===== src/rtl/spi_pkg.sv =====
// Shared definitions for the SPI master: FSM state encoding, frame opcodes
// and the payload width.
package spi_pkg;

  typedef enum logic [2:0] {
    IDLE  = 3'd0,
    CMD   = 3'd1,
    SHIFT = 3'd2,
    GAP   = 3'd3,
    WAIT  = 3'd4,
    RECV  = 3'd5,
    TAIL  = 3'd6
  } state_e;

  localparam logic [1:0] OP_WR_ADDR = 2'b00;
  localparam logic [1:0] OP_WR_DATA = 2'b01;
  localparam logic [1:0] OP_RD_ADDR = 2'b10;
  localparam logic [1:0] OP_RD_DATA = 2'b11;

  localparam int FRAME_BITS = 10;

endpackage


===== src/rtl/spi_master.sv =====
// SPI master: sends a 10-bit command frame MSB first, and for read-data
// frames waits MISO_DELAY cycles and then clocks in one byte from MISO.
// SS_n and MOSI are registered and are driven from the next state, so they
// line up with the state the FSM is in during each cycle.
module spi_master #(
  parameter int MISO_DELAY  = 2,
  parameter int SS_HIGH_MIN = 1
) (
  input  logic       clk,
  input  logic       rst_n,
  input  logic       start,
  input  logic [9:0] cmd,
  output logic       busy,
  output logic       done,
  output logic [7:0] rd_data,
  output logic       rd_valid,
  output logic       SS_n,
  output logic       MOSI,
  input  logic       MISO
);

  import spi_pkg::*;

  localparam logic [3:0] LAST_SHIFT = 4'(FRAME_BITS - 1);
  localparam logic [3:0] LAST_WAIT  = 4'(MISO_DELAY - 1);
  localparam logic [3:0] LAST_RECV  = 4'd7;
  localparam logic [3:0] LAST_TAIL  = 4'(SS_HIGH_MIN - 1);

  state_e      state_q, state_d;
  logic [3:0]  cnt_q, cnt_d;
  logic [9:0]  shreg_q, shreg_d;
  logic [7:0]  rd_data_q, rd_data_d;
  logic        ssn_q, ssn_d;
  logic        mosi_q, mosi_d;

  // State register plus the datapath registers that move with it
  always_ff @(posedge clk or negedge rst_n) begin
    if (!rst_n) begin
      state_q   <= IDLE;
      cnt_q     <= 4'd0;
      shreg_q   <= 10'd0;
      rd_data_q <= 8'd0;
    end else begin
      state_q   <= state_d;
      cnt_q     <= cnt_d;
      shreg_q   <= shreg_d;
      rd_data_q <= rd_data_d;
    end
  end

  // Next state; the shift register rotates so the opcode is intact after SHIFT
  always_comb begin
    state_d   = state_q;
    cnt_d     = cnt_q;
    shreg_d   = shreg_q;
    rd_data_d = rd_data_q;
    case (state_q)
      IDLE: begin
        cnt_d = 4'd0;
        if (start) begin
          shreg_d = cmd;
          state_d = CMD;
        end
      end
      CMD: begin
        cnt_d   = 4'd0;
        state_d = SHIFT;
      end
      SHIFT: begin
        shreg_d = {shreg_q[8:0], shreg_q[9]};
        if (cnt_q == LAST_SHIFT) begin
          cnt_d   = 4'd0;
          state_d = GAP;
        end else begin
          cnt_d = cnt_q + 4'd1;
        end
      end
      GAP: begin
        cnt_d   = 4'd0;
        state_d = (shreg_q[9:8] == OP_RD_DATA) ? WAIT : TAIL;
      end
      WAIT: begin
        if (cnt_q == LAST_WAIT) begin
          cnt_d   = 4'd0;
          state_d = RECV;
        end else begin
          cnt_d = cnt_q + 4'd1;
        end
      end
      RECV: begin
        rd_data_d = {rd_data_q[6:0], MISO};
        if (cnt_q == LAST_RECV) begin
          cnt_d   = 4'd0;
          state_d = TAIL;
        end else begin
          cnt_d = cnt_q + 4'd1;
        end
      end
      TAIL: begin
        if (cnt_q == LAST_TAIL) begin
          cnt_d   = 4'd0;
          state_d = IDLE;
        end else begin
          cnt_d = cnt_q + 4'd1;
        end
      end
      default: begin
        cnt_d   = 4'd0;
        state_d = IDLE;
      end
    endcase
  end

  // Status outputs and next values for the registered serial pins
  always_comb begin
    busy     = (state_q != IDLE);
    done     = (state_q == TAIL) && (cnt_q == LAST_TAIL);
    rd_valid = done && (shreg_q[9:8] == OP_RD_DATA);
    ssn_d    = (state_d == IDLE) || (state_d == TAIL);
    mosi_d   = ((state_d == CMD) || (state_d == SHIFT)) ? shreg_d[9] : 1'b0;
  end

  // Serial pin registers; reset forces SS_n high at once to abort a frame
  always_ff @(posedge clk or negedge rst_n) begin
    if (!rst_n) begin
      ssn_q  <= 1'b1;
      mosi_q <= 1'b0;
    end else begin
      ssn_q  <= ssn_d;
      mosi_q <= mosi_d;
    end
  end

  assign SS_n    = ssn_q;
  assign MOSI    = mosi_q;
  assign rd_data = rd_data_q;

endmodule


===== config.mk =====
export PLATFORM = sky130hd
export DESIGN_NAME = spi_master
export DESIGN_NICKNAME = d
export VERILOG_FILES = /design/src/rtl/spi_pkg.sv /design/src/rtl/spi_master.sv
export SDC_FILE = /design/constraint.sdc
export NUM_CORES = 1
export LEC_CHECK = 0
export ABC_AREA = 0
export BUFFER_PORTS_ARGS = -buffer_cell sky130_fd_sc_hd__buf_2
export CAP_MARGIN = 25
export CORE_UTILIZATION = 54
export DETAILED_ROUTE_END_ITERATION = 12
export GPL_TIMING_DRIVEN = 0
export HOLD_SLACK_MARGIN = 0.02
export MAX_ROUTING_LAYER = met4
export PLACE_DENSITY = 0.78
export SYNTH_ARGS = -nofsm -noshare
export SYNTH_HDL_FRONTEND = slang
export SYNTH_SLANG_ARGS = --single-unit

===== constraint.sdc =====
create_clock -name clk -period 2 [get_ports clk]
set_input_delay 0.2 -clock clk [delete_from_list [all_inputs] [get_ports clk]]
set_output_delay 0.2 -clock clk [all_outputs]
set_load 0.1 [all_outputs]

==> results by group <==
Drt
  • Met2 wire length: 1.348 mm
  • ANT nets after route: 0
  • Wire length on met1: 1.226 mm
  • # DRC: 0
  • Post-Route WL: 2.838 mm
  • DR pass1 iterations: 4
  • Initial DRC count: 42
  • Vias per cell: 5.873
  • Metal3 WL: 169 um
  • DR top layer: met4
  • Wire length per cell: 14.41 um
  • Vias: 1157

Floorplan
  • # IOs: 27
  • Die area: 2779 sq um
  • Starting Density: 56.57%
  • Die Ht: 52.72 um
  • DIE WIDTH: 52.72 um
  • Row count: 18
  • Core area: 2455 sq um

Clocking
  • H-tree depth: 1
  • CTS tree: done
  • Clk buf depth: 2
  • CTS Buf Count: 3
  • CTS root buf: clkbuf_4
  • Worst-path clk slew: 0.16 ns
  • TritonCTS Sinks: 27
  • Clock Latency Late Sink: 0.34 ns

Global routing
  • Largest net degree at the start of global routing: 28
  • Global-route wire length before repair: 4.560 mm
  • Number of global-route vias before repair: 1060
  • Overflow left after global routing: 0
  • GRT Total Usage: 23.50%
  • Initial antenna violation count: 0

Logic synthesis
  • Top_reg_cell synth: dfrtp_1
  • Post-synth cell types: 41
  • Synth Instances: 131
  • #FFs+latches synth: 27
  • Syn. warnings: 0
  • Synth area leaders: dfrtp_1, mux2_1, nand2_1
  • Syn avg cell area: 10.60 sq um
  • Seq/Total Area, Yosys: 48.74%
  • Post-synth top area cell: dfrtp_1
  • Async SR Flop Fraction: 100.0%
  • Netlist Area Pre-Place: 1389 sq um
  • Area share of the largest cell type after synthesis: 46.85%
  • EDFF count, synth: 0
  • Mapped Nets: 148

STA
  • Final Max Tran Viols: 0
  • Clock Skew: 0.005967 ns
  • Final period utilization: 96.67%
  • Rel. slew slack: 61.19%
  • Final min period: 1.933 ns
  • Slew at the pin closest to its max-slew limit: 0.5821 ns
  • Fin. Hold Viols: 0
  • Max Fclk: 0.5172 GHz
  • Setup violators final: 0

Critical path
  • Critical Path End Type: output pin
  • CP Launch Type: register
  • Critical Path RT: 1.80 ns
  • Critical path arrival: 1.73 ns
  • Worst-path maximum fanout: 5
  • Crit Path Category: reg2out

Power and ir drop
  • Power per cell area: 1687 nW/um^2
  • Int Power: 1351 uW
  • Maximum VDD drop: 1.385 mV
  • Sw Share: 52.66%
  • Part of the power in registers: 32.2%
  • Clk pwr share: 9.0%
  • Lkg Pwr: 0.0008459 uW
  • Sw Pwr: 1503 uW
  • Comb power frac: 58.8%

Finish
  • Final core utilization: 68.91%
  • Area of the multi-input gates: 670.6 sq um
  • Fillers: 188
  • Fin cells: 197
  • Layout cells sized above 1: 33.53%
  • Nets@finish: 185
  • Antenna cells: 0
  • Area grow syn2layout: 21.80%
  • Register area: 678.2 sq um

Placed design
  • RePlAce Congestion: 0.9081
  • PortBufs: 26
  • Detailed Place HPWL: 2.032 mm
  • Placed Cells incl. Taps: 187

Min path
  • Hold WC Path Type: in2reg

Run status
  • Status: finished clean

Flow run
  • Max cap viols: 0
==> path summary, 6_finish.rpt <==
kind                            startpoint    endpoint  slack, ns  cells past startpoint
worst max-delay path              cnt_q[3]    rd_valid       0.07                      5
min in group asynchronous            rst_n  rd_data[3]       0.37                      2
worst max register to register  state_q[0]  shreg_q[8]       0.26                      6
worst min-delay path                  MISO  rd_data[0]       0.06                      2
worst min register to register  shreg_q[6]  shreg_q[6]       0.50                      2
max in group asynchronous            rst_n    cnt_q[2]       1.21                      2
==> final cells by class <==
cell class	count	area share (%)
clock buffer	3	1.331
multi-input combinational	92	39.65
inverter	4	0.8876
tap	30	2.219
clock inverter	1	0.5178
buffer	8	3.772
timing repair buffer	32	11.54
sequential	27	40.09
==> placed cells by master, fill, tap and decap left out, types with 3 or more instances in the layout <==
| master | instances |
|---|---|
| nand2_1 | 19 |
| inv_1 | 3 |
| mux2_1 | 8 |
| buf_4 | 8 |
| dfrtp_1 | 25 |
| buf_6 | 3 |
| nor2_1 | 6 |
| a22oi_1 | 9 |
| ha_1 | 3 |
| a31oi_1 | 3 |
| nand3b_1 | 3 |
| clkbuf_4 | 3 |
| buf_2 | 27 |
| nor2b_1 | 3 |
| a21oi_1 | 6 |
==> synthesized netlist by cell type (all sizes together) (2+ instances only) <==
cell type	instances
nand2	20
or2	2
and3	2
o21ai	2
nor3b	2
o21a	2
mux2	8
buf	8
nor2	7
a21oi	6
nor2b	3
o211ai	2
nand3b	3
inv	4
a31oi	3
nor4b	2
ha	3
a22oi	9
o221ai	3
dfrtp	26
==> logic make-up (layout without fill, tap and decap cells) <==
family                   count (synthesis)  in the layout  share of synthesized area [%]
AND/OR/NAND/NOR                         45             45                          17.93
AO/OA/AOI/OAI                           34             34                          18.11
flip-flops                              27             27                          48.74
buffers and inverters                   12             48                          4.774
multiplexers                             8              8                          6.487
adder cells (fa/ha/maj)                  3              3                          2.703
XOR/XNOR                                 2              2                          1.261
==> metal layers <==
metal,track usage [%],vias to the layer above
li1,-,540
met1,28.36,552
met2,37.34,50
met3,4.638,15
met4,11.84,0
met5,-,-
==> repair_timing <==
| action | 4_1_cts | 5_1_grt |
|---|---|---|
| pin swaps | 1 | 2 |
| cloned | 0 | 0 |
| hold buffers | 1 | 0 |
| endpoints found under the setup margin | 2 | 1 |
| setup buffers | 2 | 3 |
| endpoints found under the hold margin | 26 | 0 |
| gates resized for setup | 9 | 4 |
==> flip-flops by register name, indices dropped and copies added, names as in the netlist <==
name and flops:
shreg_q 10, MOSI 1, state_q 3, rd_data 8, SS_n 1, cnt_q 4
==> power by group through the flow <==
stage | Clock [uW] | Sequential, uW | Combinational [uW]
finish | 257 | 918 | 1680
global route | 277 | 943 | 1800
CTS | 264 | 915 | 1660
detailed placement | 0 | 931 | 1600
global placement | 0 | 919 | 1550
floorplan | 0 | 1340 | 880
==> stage by stage <==
stage | hold WS (ns) | cell area, sq um | worst slack, ns | setup TNS [ns] | total power, uW
2_1_floorplan | -0.09559 | 1399 | 0.04097 | 0 | 2222
3_3_place_gp | 0.2234 | 1567 | -0.005474 | -0.005474 | 2469
3_5_place_dp | 0.2331 | 1567 | -0.04925 | -0.04925 | 2533
4_1_cts | 0.06271 | 1662 | 0.01365 | 0 | 2843
5_1_grt | 0.05332 | 1692 | -0.002331 | -0.002331 | 3022
6_report | 0.06208 | 1692 | 0.06666 | 0 | 2854
==> worst max-delay path, stage by stage (launching register included) <==
cell and delay (ns):
dfrtp_1 0.40, buf_6 0.13, nor4b_4 0.28, and3_4 0.22, and3_4 0.19, buf_12 0.17
Power figures use the tool's default switching activity.
